==> src/rtl/nes_pad_pkg.sv <==
`default_nettype none
// ---------------------------------------------------------------------------
// nes_pad_pkg : scan state encoding and controller button bit positions
// Revision    : 1.0
// ---------------------------------------------------------------------------
package nes_pad_pkg;

  typedef enum logic [2:0] {
    ST_IDLE     = 3'd0,
    ST_LATCH    = 3'd1,
    ST_WAIT     = 3'd2,
    ST_SHIFT_HI = 3'd3,
    ST_SHIFT_LO = 3'd4,
    ST_DONE     = 3'd5
  } state_e;

  localparam int unsigned NUM_BTN    = 8;
  localparam int unsigned BTN_A      = 7;
  localparam int unsigned BTN_B      = 6;
  localparam int unsigned BTN_SELECT = 5;
  localparam int unsigned BTN_START  = 4;
  localparam int unsigned BTN_UP     = 3;
  localparam int unsigned BTN_DOWN   = 2;
  localparam int unsigned BTN_LEFT   = 1;
  localparam int unsigned BTN_RIGHT  = 0;

  function automatic logic is_scanning(input state_e s);
    return (s == ST_LATCH) || (s == ST_WAIT) || (s == ST_SHIFT_HI) || (s == ST_SHIFT_LO);
  endfunction

endpackage
`default_nettype wire

==> src/rtl/sync2.sv <==
`default_nettype none
// ---------------------------------------------------------------------------
// sync2    : two-flop synchronizer with configurable reset value
// Revision : 1.0
// ---------------------------------------------------------------------------
module sync2 #(
  parameter logic RESET_VAL = 1'b1
) (
  input  logic clock_i,
  input  logic reset_n_i,
  input  logic d_i,
  output logic q_o
);

  logic meta_q;
  logic sync_q;

  always_ff @(posedge clock_i or negedge reset_n_i) begin
    if (!reset_n_i) begin
      meta_q <= RESET_VAL;
      sync_q <= RESET_VAL;
    end else begin
      meta_q <= d_i;
      sync_q <= meta_q;
    end
  end

  assign q_o = sync_q;

endmodule
`default_nettype wire

==> src/rtl/nes_pad_reader.sv <==
`default_nettype none
// ---------------------------------------------------------------------------
// nes_pad_reader : polls an NES pad and publishes the button byte atomically
// Revision       : 1.0
// ---------------------------------------------------------------------------
module nes_pad_reader
  import nes_pad_pkg::*;
#(
  parameter int unsigned HALF        = 300,
  parameter int unsigned POLL_PERIOD = 833_333
) (
  input  logic               clock,
  input  logic               reset_n,
  input  logic               poll_req,
  input  logic               pad_data,
  output logic               pad_latch,
  output logic               pad_clk,
  output logic [NUM_BTN-1:0] controller,
  output logic               valid,
  output logic               busy
);

  localparam int unsigned CNT_W = $clog2(2 * HALF);
  localparam int unsigned TMR_W = $clog2(POLL_PERIOD);

  localparam logic [CNT_W-1:0] LATCH_LAST  = CNT_W'(2 * HALF - 1);
  localparam logic [CNT_W-1:0] HALF_LAST   = CNT_W'(HALF - 1);
  localparam logic [TMR_W-1:0] POLL_RELOAD = TMR_W'(POLL_PERIOD - 1);
  localparam logic [2:0]       LAST_PAIR   = 3'(NUM_BTN - 2);

  state_e             state_q, state_d;
  logic [CNT_W-1:0]   cnt_q, cnt_d;
  logic [2:0]         bit_q, bit_d;
  logic [TMR_W-1:0]   timer_q, timer_d;
  logic               pend_q, pend_d;
  logic [NUM_BTN-2:0] shift_q, shift_d;
  logic [NUM_BTN-1:0] ctrl_q, ctrl_d;
  logic               valid_q, valid_d;
  logic               latch_q, latch_d;
  logic               pclk_q, pclk_d;
  logic               busy_q, busy_d;

  logic w_pad_sync;
  logic w_pressed;
  logic w_start_req;
  logic w_cnt_zero;

  sync2 #(.RESET_VAL(1'b1)) u_sync (
    .clock_i   (clock),
    .reset_n_i (reset_n),
    .d_i       (pad_data),
    .q_o       (w_pad_sync)
  );

  assign w_pressed   = ~w_pad_sync;
  assign w_start_req = poll_req | pend_q | (timer_q == '0);
  assign w_cnt_zero  = (cnt_q == '0);

  always_comb begin
    state_d = state_q;
    cnt_d   = cnt_q;
    bit_d   = bit_q;
    timer_d = (timer_q != '0) ? timer_q - TMR_W'(1) : timer_q;
    pend_d  = pend_q | (poll_req & is_scanning(state_q));
    shift_d = shift_q;
    ctrl_d  = ctrl_q;

    case (state_q)
      ST_IDLE, ST_DONE: begin
        // DONE may chain straight into a pending scan without an IDLE cycle
        if (w_start_req) begin
          state_d = ST_LATCH;
          cnt_d   = LATCH_LAST;
          timer_d = POLL_RELOAD;
          pend_d  = 1'b0;
        end else begin
          state_d = ST_IDLE;
        end
      end
      ST_LATCH: begin
        if (w_cnt_zero) begin
          state_d = ST_WAIT;
          cnt_d   = HALF_LAST;
        end else begin
          cnt_d = cnt_q - CNT_W'(1);
        end
      end
      ST_WAIT: begin
        if (w_cnt_zero) begin
          shift_d = {shift_q[NUM_BTN-3:0], w_pressed};
          state_d = ST_SHIFT_HI;
          cnt_d   = HALF_LAST;
          bit_d   = 3'd0;
        end else begin
          cnt_d = cnt_q - CNT_W'(1);
        end
      end
      ST_SHIFT_HI: begin
        if (w_cnt_zero) begin
          state_d = ST_SHIFT_LO;
          cnt_d   = HALF_LAST;
        end else begin
          cnt_d = cnt_q - CNT_W'(1);
        end
      end
      ST_SHIFT_LO: begin
        if (w_cnt_zero) begin
          if (bit_q == LAST_PAIR) begin
            ctrl_d  = {shift_q, w_pressed};
            state_d = ST_DONE;
          end else begin
            shift_d = {shift_q[NUM_BTN-3:0], w_pressed};
            bit_d   = bit_q + 3'd1;
            state_d = ST_SHIFT_HI;
            cnt_d   = HALF_LAST;
          end
        end else begin
          cnt_d = cnt_q - CNT_W'(1);
        end
      end
      default: state_d = ST_IDLE;
    endcase

    // Pad-facing strobes are registered from the next state so they never glitch
    latch_d = (state_d == ST_LATCH);
    pclk_d  = (state_d == ST_SHIFT_HI);
    busy_d  = is_scanning(state_d);
    valid_d = (state_d == ST_DONE);
  end

  always_ff @(posedge clock or negedge reset_n) begin
    if (!reset_n) begin
      state_q <= ST_IDLE;
      cnt_q   <= '0;
      bit_q   <= '0;
      timer_q <= '0;
      pend_q  <= 1'b0;
      shift_q <= '0;
      ctrl_q  <= '0;
      valid_q <= 1'b0;
      latch_q <= 1'b0;
      pclk_q  <= 1'b0;
      busy_q  <= 1'b0;
    end else begin
      state_q <= state_d;
      cnt_q   <= cnt_d;
      bit_q   <= bit_d;
      timer_q <= timer_d;
      pend_q  <= pend_d;
      shift_q <= shift_d;
      ctrl_q  <= ctrl_d;
      valid_q <= valid_d;
      latch_q <= latch_d;
      pclk_q  <= pclk_d;
      busy_q  <= busy_d;
    end
  end

  assign pad_latch  = latch_q;
  assign pad_clk    = pclk_q;
  assign controller = ctrl_q;
  assign valid      = valid_q;
  assign busy       = busy_q;

endmodule
`default_nettype wire
==> config.mk <==
export PLATFORM = sky130hd
export DESIGN_NAME = nes_pad_reader
export DESIGN_NICKNAME = d
export VERILOG_FILES = /design/src/rtl/nes_pad_pkg.sv /design/src/rtl/sync2.sv /design/src/rtl/nes_pad_reader.sv
export SDC_FILE = /design/constraint.sdc
export NUM_CORES = 1
export LEC_CHECK = 0
export ABC_AREA = 1
export CAP_MARGIN = 20
export CELL_PAD_IN_SITES_DETAIL_PLACEMENT = 0
export CELL_PAD_IN_SITES_GLOBAL_PLACEMENT = 1
export CORE_UTILIZATION = 48
export DETAILED_ROUTE_END_ITERATION = 8
export PLACE_DENSITY = 0.91
export SLEW_MARGIN = 20
export SYNTH_ARGS = -nofsm -noshare
export SYNTH_HDL_FRONTEND = slang
export SYNTH_SLANG_ARGS = --single-unit
==> constraint.sdc <==
create_clock -name clock -period 2.7 [get_ports clock]
set_input_delay 0.405 -clock clock [delete_from_list [all_inputs] [get_ports clock]]
set_output_delay 0.405 -clock clock [all_outputs]
set_load 0.02 [all_outputs]
==> results.yml, run 1 <==
synth:
  syn_avg_cell_area_um2: 7.76
  synthCells: 393
  ys_ff_latch: 58
  synth_nets: 401
  synthesis.area_um2: 3050
  ys_warn_count: 0
  yosysSeqAreaShare_pct: 47.7
  yosysUniqueCellTypes: 28
pwr:
  netSwitchingFraction_pct: 20.6
  total_power_mw: 1.77
  power_frac_seq_pct: 49.3
  power.density_nw_per_um2: 503
  clockPowerShare_pct: 49.5
  p_switching_mw: 0.365
  comb_power_share_pct: 1.2
  p_int_mw: 1.40
  cellLeakagePower_nw: 1.78
  ir_drop_mv: 0.382
critical_path:
  start_kind: "flop"
  reg2regPathDepth: 8
  rrSetupSlack_ns: 0.81
  path_class: "flop to flop"
  arrival_ns: 2.16
  regToRegEndpoint: "bit_q[2]$_DFFE_PN0P_"
  r2r_start: "cnt_q[0]$_DFFE_PN0P_"
  end_kind: "flop"
  crit_path_max_fanout: 12
  cp.required_ns: 2.97
floorplanning:
  rows: 28
  coreArea_um2: 6030
  ioPinCount: 16
  die_area_um2: 6670
  die_height_um: 81.7
  fp.dieW_um: 81.7
  start_util_pct: 50.6
clock_tree:
  cts_inserted_buffers: 9
  cts_tree: "built"
  cts_hold_buffers: 0
  clk_latency_ns: 0.33
  cts-htree-levels: 3
  root_buffer: "clkbuf_8"
  cts.clk_slew.worst_paths_ns: 0.07
  cts_buffer_depth: 2
  cts.sinks: 58
  cts_resized: 0
  postCtsSetupBuffers: 0
sta:
  clock.fmax_ghz: 0.529
  setup_viol: 0
  period_share_pct: 70.0
  final_max_slew_viol_count: 0
  fin_setup_tns_ns: 0
  whs_ns: 0.225
  max_slew_margin_pct: 51.0
  grt_setup_unrepaired: "false"
  period_needed_ns: 1.89
  worstMarginPinSlew_ns: 0.734
  fin_skew_ns: 0.00823
  hold_viol_final: 0
detailed_routing:
  drc: 0
  vias: 2494
  via_per_inst: 5.00
  ant_nets: 0
  wl_mm: 6.43
  drt_iter0_drc: 96
  post_drt_wl_per_cell_um: 12.9
  first_pass_iters: 4
final_layout:
  instances_no_fill: 499
  drive_gt1_share_pct: 9.91
  finalNetCount: 427
  syn_to_final_growth_pct: 15.2
  post-route-util_pct: 58.3
  antenna_cells: 0
place:
  port_buffers: 15
  placed_cells: 483
  routabilityCongestion: 0.880
  hpwl_mm: 4.53
hold_path:
  holdCritPathClass: "input pin to asynchronous set/reset pin"
global_route:
  antenna_found_initial: 0
  grt_pass1_vias: 2442
  track_usage_pct: 22.3
  grt_pass1_wl_mm: 11.0
  overflow: 0
  grt_max_degree: 59
status:
  status: "completed"
run:
  maxCapViolations: 0
-- worst max-delay path by stage --
stage | from | endpoint | slack [ns]
global placement | cnt_q[0]$_DFFE_PN0P_ | controller[4]$_DFFE_PN0P_ | 0.84
CTS | cnt_q[0]$_DFFE_PN0P_ | controller[4]$_DFFE_PN0P_ | 0.80
finish | cnt_q[0]$_DFFE_PN0P_ | bit_q[2]$_DFFE_PN0P_ | 0.81
floorplan | cnt_q[0]$_DFFE_PN0P_ | bit_q[0]$_DFFE_PN0P_ | 1.09
global route | cnt_q[0]$_DFFE_PN0P_ | shift_q[0]$_DFFE_PN0P_ | 0.55
detailed placement | cnt_q[0]$_DFFE_PN0P_ | bit_q[2]$_DFFE_PN0P_ | 0.82
-- state kept, by name (all words and copies together) (netlist names) --
signal	flops
pad_latch	1
pad_clk	1
shift_q	7
valid	1
cnt_q	10
busy	1
pend_q	1
state_q	3
controller	8
bit_q	3
timer_q	20
u_sync.meta_q	1
u_sync.q_o	1
-- per-layer routing --
layer | GRT usage (%) | up-vias | part of all wire [%]
li1 | - | 1296 | -
met1 | 29.3 | 1145 | 49
met2 | 35.4 | 45 | 47
met3 | 6.00 | 8 | 2.9
met4 | 8.07 | 0 | 1.4
met5 | 0 | - | 0
-- kinds of logic (layout without fill, tap and decap cells) --
group	Yosys count	after routing	synth area share, %
and+or+nand+nor	240	240	35.2
DFF	58	58	47.7
buffers and inverters	47	78	6.12
AOI/OAI and AO/OA	31	31	5.58
xor gates and xnor gates	13	13	3.74
adders and majority gates	4	4	1.64
-- Yosys cell counts, drive strengths merged --
library cell | instances | share of area [%]
o21ai | 20 | 3.7
xnor2 | 7 | 2.0
nand2 | 132 | 17
ha | 4 | 1.6
a21oi | 8 | 1.3
nor2 | 61 | 8.8
nor3 | 2 | 0.33
buf | 3 | 0.70
nand4 | 9 | 2.1
o22ai | 3 | 0.62
xor2 | 6 | 1.7
inv | 44 | 5.4
dfrtp | 56 | 46
nand3b | 3 | 0.74
nand3 | 33 | 6.2
dfstp | 2 | 1.7
-- cell usage in the layout, fill, tap and decap left out --
master	netlist	routed
nand2_1	125	125
dfrtp_1	56	56
nor2_1	55	55
inv_1	42	42
nand3_1	30	30
o21ai_0	18	18
clkdlybuf4s50_1	0	14
clkbuf_8	0	13
a21oi_1	8	8
nand4_1	8	8
xnor2_1	7	7
xor2_1	6	6
nand2_2	5	5
ha_1	4	4
nor2_2	3	3
nand3b_1	3	3
o22ai_1	3	3
buf_4	0	3
nand3_2	2	2
nor2_4	2	2
nand2_4	2	2
inv_2	2	2
nor3_1	2	2
clkinvlp_4	0	2
dfstp_2	2	2
nand3_4	1	1
nor2_8	1	1
nand4_2	1	1
o21ai_4	1	1
o21ai_1	1	1
bufinv_16	0	1
buf_2	2	1
-- critical path, cell delays in order (launching register included) --
cell	delay, ns
dfrtp_1	0.38
inv_1	0.15
ha_1	0.27
nand3_4	0.15
nor2_8	0.18
nand2_2	0.20
o21ai_4	0.32
nand3_1	0.11
nand2_1	0.07
-- power groups by stage --
| stage | Combinational (mW) | Clock [mW] | Sequential, mW |
|---|---|---|---|
| after CTS | 0.0225 | 0.895 | 0.872 |
| after detailed placement | 0.0226 | 0 | 0.888 |
| after global placement | 0.0225 | 0 | 0.888 |
| after floorplan | 0.0000164 | 0 | 0.888 |
| after global routing | 0.0251 | 0.933 | 0.871 |
| final | 0.0210 | 0.874 | 0.872 |
-- stage by stage --
stage | instance area [µm²] | worst slack (ns)
after floorplan | 3050 | 1.09
after global placement | 3290 | 0.838
after detailed placement | 3290 | 0.818
after CTS | 3510 | 0.795
after global routing | 3510 | 0.554
final | 3510 | 0.809
-- final cells by class --
cell class,instances,area (µm²)
Clock buffer,13,179
Clock inverter,3,45.0
Timing Repair Buffer,18,168
Sequential cell,58,1450
Fill cell,540,2510
Inverter,44,165
Tap cell,75,93.8
Multi-Input combinational cell,288,1410
(Power assumes the default switching activity.)
==> run 2: changes to the inputs <==
Settings changed: CORE_UTILIZATION 48 to 40, PLACE_DENSITY 0.91 to 0.82.
Clock period 2.7 ns to 1.55 ns, I/O delays scaled along.
==> run 2 against run 1 <==
  * The run now ends with setup timing left
  * Utilization down 1.1 points
  * Power up 75%
  * First-iteration DRC count up 56%
  * Critical path type unchanged
  * Global-route usage down 1.9 points
  * Sequential share of layout area down 6.5 points
  * Critical path depth unchanged
  * Routed wire length up 16%
  * Register-to-register slack worse by 0.82 ns
==> results.yml, run 2 (same netlist as run 1, synthesis figures left out) <==
floorplanning:
  die_height_um: 89.3
  ioPinCount: 16
  die_area_um2: 7970
  coreArea_um2: 7290
  fp.dieW_um: 89.3
  start_util_pct: 41.8
  rows: 31
sta:
  fin_skew_ns: 0.00607
  hold_viol_final: 0
  clock.fmax_ghz: 0.643
  grt_setup_unrepaired: "true"
  final_max_slew_viol_count: 0
  period_share_pct: 100
  fin_setup_tns_ns: -0.00595
  max_slew_margin_pct: 79.2
  setup_viol: 1
  period_needed_ns: 1.56
  worstMarginPinSlew_ns: 0.311
  worst_slack_ns: -0.00595
  whs_ns: 0.292
hold_path:
  holdCritPathClass: "input pin to flop"
run:
  maxCapViolations: 0
detailed_routing:
  first_pass_iters: 4
  wl_mm: 7.43
  maxUsedRoutingLayer: "met4"
  drc: 0
  via_per_inst: 4.85
  wl_met3_um: 234
  wl_met2_mm: 3.56
  post_drt_wl_per_cell_um: 12.9
  drt_iter0_drc: 150
  ant_nets: 0
  vias: 2796
  drt-met1-wl_mm: 3.42
critical_path:
  crit_top_cell: "nand2_2"
  cp.required_ns: 1.81
  path_class: "flop to flop"
  cpPeakStageDelay_ns: 0.42
  crit_path_max_fanout: 8
  start_kind: "flop"
  slowest_stage: "dfrtp_1"
  path_cells: "nor2_2 > nand2_2 > nor2_4 > nand3_4 > nand2_2 > buf_6 > clkinvlp_4 > o22ai_2"
  arrival_ns: 1.82
  end_kind: "flop"
global_route:
  antenna_found_initial: 0
  grt_pass1_wl_mm: 12.1
  overflow: 0
  grt_max_degree: 59
  grt_pass1_vias: 2601
  track_usage_pct: 20.4
clock_tree:
  cts_buffer_depth: 2
  cts_tree: "built"
  root_buffer: "clkbuf_8"
  cts-htree-levels: 3
  cts_inserted_buffers: 9
  cts.sinks: 58
  clk_latency_ns: 0.34
  cts.clk_slew.worst_paths_ns: 0.07
final_layout:
  design_area_um2: 4170
  antenna_cells: 0
  seqCellArea_um2: 1450
  drive_gt1_share_pct: 28.3
  syn_to_final_growth_pct: 36.7
  finalNetCount: 480
  mostFrequentLayoutCell: "nand2_1"
  largest_reg_flops: 20
  final_cell_mix: "119 x nand2_1, 56 x dfrtp_1, 50 x buf_4, 35 x nor2_1, 34 x inv_1"
  instances_no_fill: 576
  post-route-util_pct: 57.1
  multi_input_area_um2: 1620
  top_register: "timer_q"
  fillerInstances: 700
pwr:
  ir_drop_mv: 0.525
  cellLeakagePower_nw: 2.19
  power.density_nw_per_um2: 741
  total_power_mw: 3.09
status:
  violations: "setup timing"
  status: "complete, but fails checks"
place:
  hpwl_mm: 5.09
  routabilityCongestion: 0.882
  port_buffers: 15
  dp_slack_ns: -0.0918
  placed_cell_area_um2: 3680
  placed_cells: 551
run 2: final timing paths:
| kind | from | cells past startpoint | slack [ns] | endpoint |
|---|---|---|---|---|
| hold reg to reg | u_sync.meta_q$_DFF_PN1_ | 0 | 0.36 | u_sync.q_o$_DFF_PN1_ |
| hold / removal | pad_data | 1 | 0.29 | u_sync.meta_q$_DFF_PN1_ |
| max in group asynchronous | reset_n | 3 | 0.81 | u_sync.q_o$_DFF_PN1_ |
| min in group asynchronous | reset_n | 3 | 0.44 | cnt_q[9]$_DFFE_PN0P_ |
| setup reg to reg | timer_q[11]$_DFF_PN0_ | 8 | -0.006 | timer_q[9]$_DFF_PN0_ |
| setup / recovery | timer_q[11]$_DFF_PN0_ | 8 | -0.006 | timer_q[9]$_DFF_PN0_ |
run 2: power by group:
group,internal [mW],total (mW),switching (mW)
logic,0.0123,0.0429,0.0306
registers,1.52,1.52,0.00101
clock network,0.897,1.53,0.631
total,2.43,3.09,0.662
run 2: per-layer routing:
layer	GRT usage [%]	vias to the layer above
li1	-	1406
met1	26.7	1326
met2	32.3	49
met3	3.51	15
met4	10.8	0
met5	0	-
run 2: repair_timing:
action	4_1_cts	5_1_grt
pin swaps	3	15
hold endpoints to repair	56	0
gates cloned	2	0
resized for setup	18	57
endpoints found under the setup margin	31	60
setup buffers	0	6
hold buffers	1	0
run 2: critical path: cells and delay by family, from the launching register on:
family,cells,cell delay [ns]
AO/OA/AOI/OAI,1,0.19
buffers and inverters,2,0.26
flip-flops,1,0.42
AND/OR/NAND/NOR,5,0.60
run 2: cell type report:
cell class / instances / area share (%)
inverter: 44 / 4.11
timing repair buffer: 69 / 14.1
tap: 99 / 2.97
sequential: 58 / 34.9
clock inverter: 6 / 1.98
multi-input combinational: 290 / 38.9
clock buffer: 10 / 3.06
==> run 3: changes to the inputs <==
Settings changed: CORE_UTILIZATION 40 to 44, PLACE_DENSITY 0.82 to 0.85.
Clock period 1.55 ns to 1.5 ns, I/O delays scaled along.
==> run 3 against run 2 <==
  * The run still ends with setup timing left
  * Design area is 6.6% higher
  * Sequential power is 3% higher
  * Flip-flop and latch count is the same
  * Global-route usage is 3.1 points higher
  * Die area down 8.9%
  * First-iteration DRC count decreased by 23%
  * Utilization up 11 points
  * Power up 6.2%
  * Count of clock-buffer cells in the layout is the same
  * Via count up 3.3%
  * Critical path type unchanged
==> results.yml, run 3 (same netlist as run 1, synthesis figures left out) <==
floorplanning:
  rows: 29
  coreArea_um2: 6530
  start_util_pct: 46.7
  die_height_um: 85.2
  ioPinCount: 16
  fp.dieW_um: 85.2
  die_area_um2: 7260
detailed_routing:
  drc: 0
  ant_nets: 0
  wl_mm: 7.98
  vias: 2889
  via_per_inst: 5.03
  post_drt_wl_per_cell_um: 13.9
  drt_iter0_drc: 115
  first_pass_iters: 4
place:
  routabilityCongestion: 0.861
  placed_cell_area_um2: 3790
  port_buffers: 15
  dp_slack_ns: -0.159
  hpwl_mm: 5.27
sta:
  hold_viol_final: 0
  whs_ns: 0.274
  max_slew_margin_pct: 73.9
  period_needed_ns: 1.60
  worst_slack_ns: -0.0979
  final_max_slew_viol_count: 0
  setup_viol: 22
  fin_skew_ns: 0.0103
  grt_setup_unrepaired: "true"
  worstMarginPinSlew_ns: 0.390
  period_share_pct: 107
  clock.fmax_ghz: 0.626
final_layout:
  syn_to_final_growth_pct: 45.7
  finalNetCount: 500
  largest_reg_flops: 20
  design_area_um2: 4440
  mostFrequentLayoutCell: "nand2_1"
  fillerInstances: 529
  drive_gt1_share_pct: 33.6
  post-route-util_pct: 68.0
  antenna_cells: 0
  final_cell_mix: "115 x nand2_1, 60 x buf_4, 56 x dfrtp_1, 31 x nor2_1, 31 x inv_1"
  top_register: "timer_q"
clock_tree:
  cts_inserted_buffers: 9
  root_buffer: "clkbuf_8"
  cts.sinks: 58
  cts_tree: "built"
  cts-htree-levels: 3
  cts.clk_slew.worst_paths_ns: 0.08
  cts_buffer_depth: 2
  clk_latency_ns: 0.35
critical_path:
  end_kind: "flop"
  cp.required_ns: 1.76
  crit_path_max_fanout: 8
  path_class: "flop to flop"
  start_kind: "flop"
  arrival_ns: 1.86
  reg2regPathDepth: 8
status:
  violations: "setup timing"
  status: "complete, but fails checks"
global_route:
  overflow: 0
  grt_max_degree: 59
  antenna_found_initial: 0
  grt_pass1_wl_mm: 13.0
  track_usage_pct: 23.5
  grt_pass1_vias: 2830
hold_path:
  hold_path_depth: 1
  holdCritPathClass: "input pin to flop"
pwr:
  ir_drop_mv: 0.761
  total_power_mw: 3.28
  cellLeakagePower_nw: 2.24
  power.density_nw_per_um2: 738
run:
  maxCapViolations: 0
[run 3: changes by cell type in the layout (fill, tap and decap cells not counted), moves of 7 or more]
cell            change
dlymetal6s2s_1      -7
nor2_4             +10
buf_4              +10
dlygate4sd2_1       +9
[run 3: worst max-delay path: stages (launching register included)]
cell,delay [ns]
dfrtp_1,0.38
nor2_1,0.21
nand2_2,0.12
nor2_4,0.14
nand3_4,0.12
nand2_4,0.10
buf_6,0.10
clkinvlp_4,0.16
o21ai_1,0.18
[run 3: area by class of cell]
cell class	instances	area [µm²]	area share (%)
multi-input cells	291	1710	38.6
well taps	77	96.3	2.17
repair buffers	88	769	17.3
inverters	44	180	4.06
clock buffers	10	138	3.10
flip-flops and latches	58	1450	32.7
clock inverters	6	90.1	2.03
[run 3: path summary, 6_finish.rpt]
check	to	start	slack, ns
worst min register to register	u_sync.q_o$_DFF_PN1_	u_sync.meta_q$_DFF_PN1_	0.37
worst min-delay path	u_sync.meta_q$_DFF_PN1_	pad_data	0.27
worst max register to register	timer_q[12]$_DFF_PN0_	timer_q[8]$_DFF_PN0_	-0.1
worst max-delay path	timer_q[12]$_DFF_PN0_	timer_q[8]$_DFF_PN0_	-0.1
max in group asynchronous	u_sync.q_o$_DFF_PN1_	reset_n	0.77
min in group asynchronous	timer_q[12]$_DFF_PN0_	reset_n	0.42
[run 3: per-stage QoR]
stage	setup TNS, ns	instances
CTS	-0.0724	566
detailed placement	-2.59	541
global route	-4.36	574
floorplan	0	393
global placement	-2.15	541
finish	-0.903	574
[run 3: layer usage]
layer	vias to the layer above	share of wire (%)	global-route usage, %
li1	1456	-	-
met1	1370	44	29.5
met2	48	52	39.1
met3	15	3.0	5.45
met4	0	1.4	9.40
met5	-	0	0
[run 3: repair_timing]
action / in CTS / in global routing
hold endpoints to repair: 56 / 0
hold buffers: 1 / 0
endpoints found under the setup margin: 57 / 50
pin swaps: 7 / 24
resized for setup: 47 / 64
cloned: 2 / 1
buffers inserted: 6 / 7
[run 3: report_power, final]
part           switching, mW  total [mW]  internal [mW]
combinational         0.0323      0.0450         0.0127
clock                  0.683        1.67          0.983
sequential           0.00111        1.57           1.57
total                  0.716        3.28           2.56
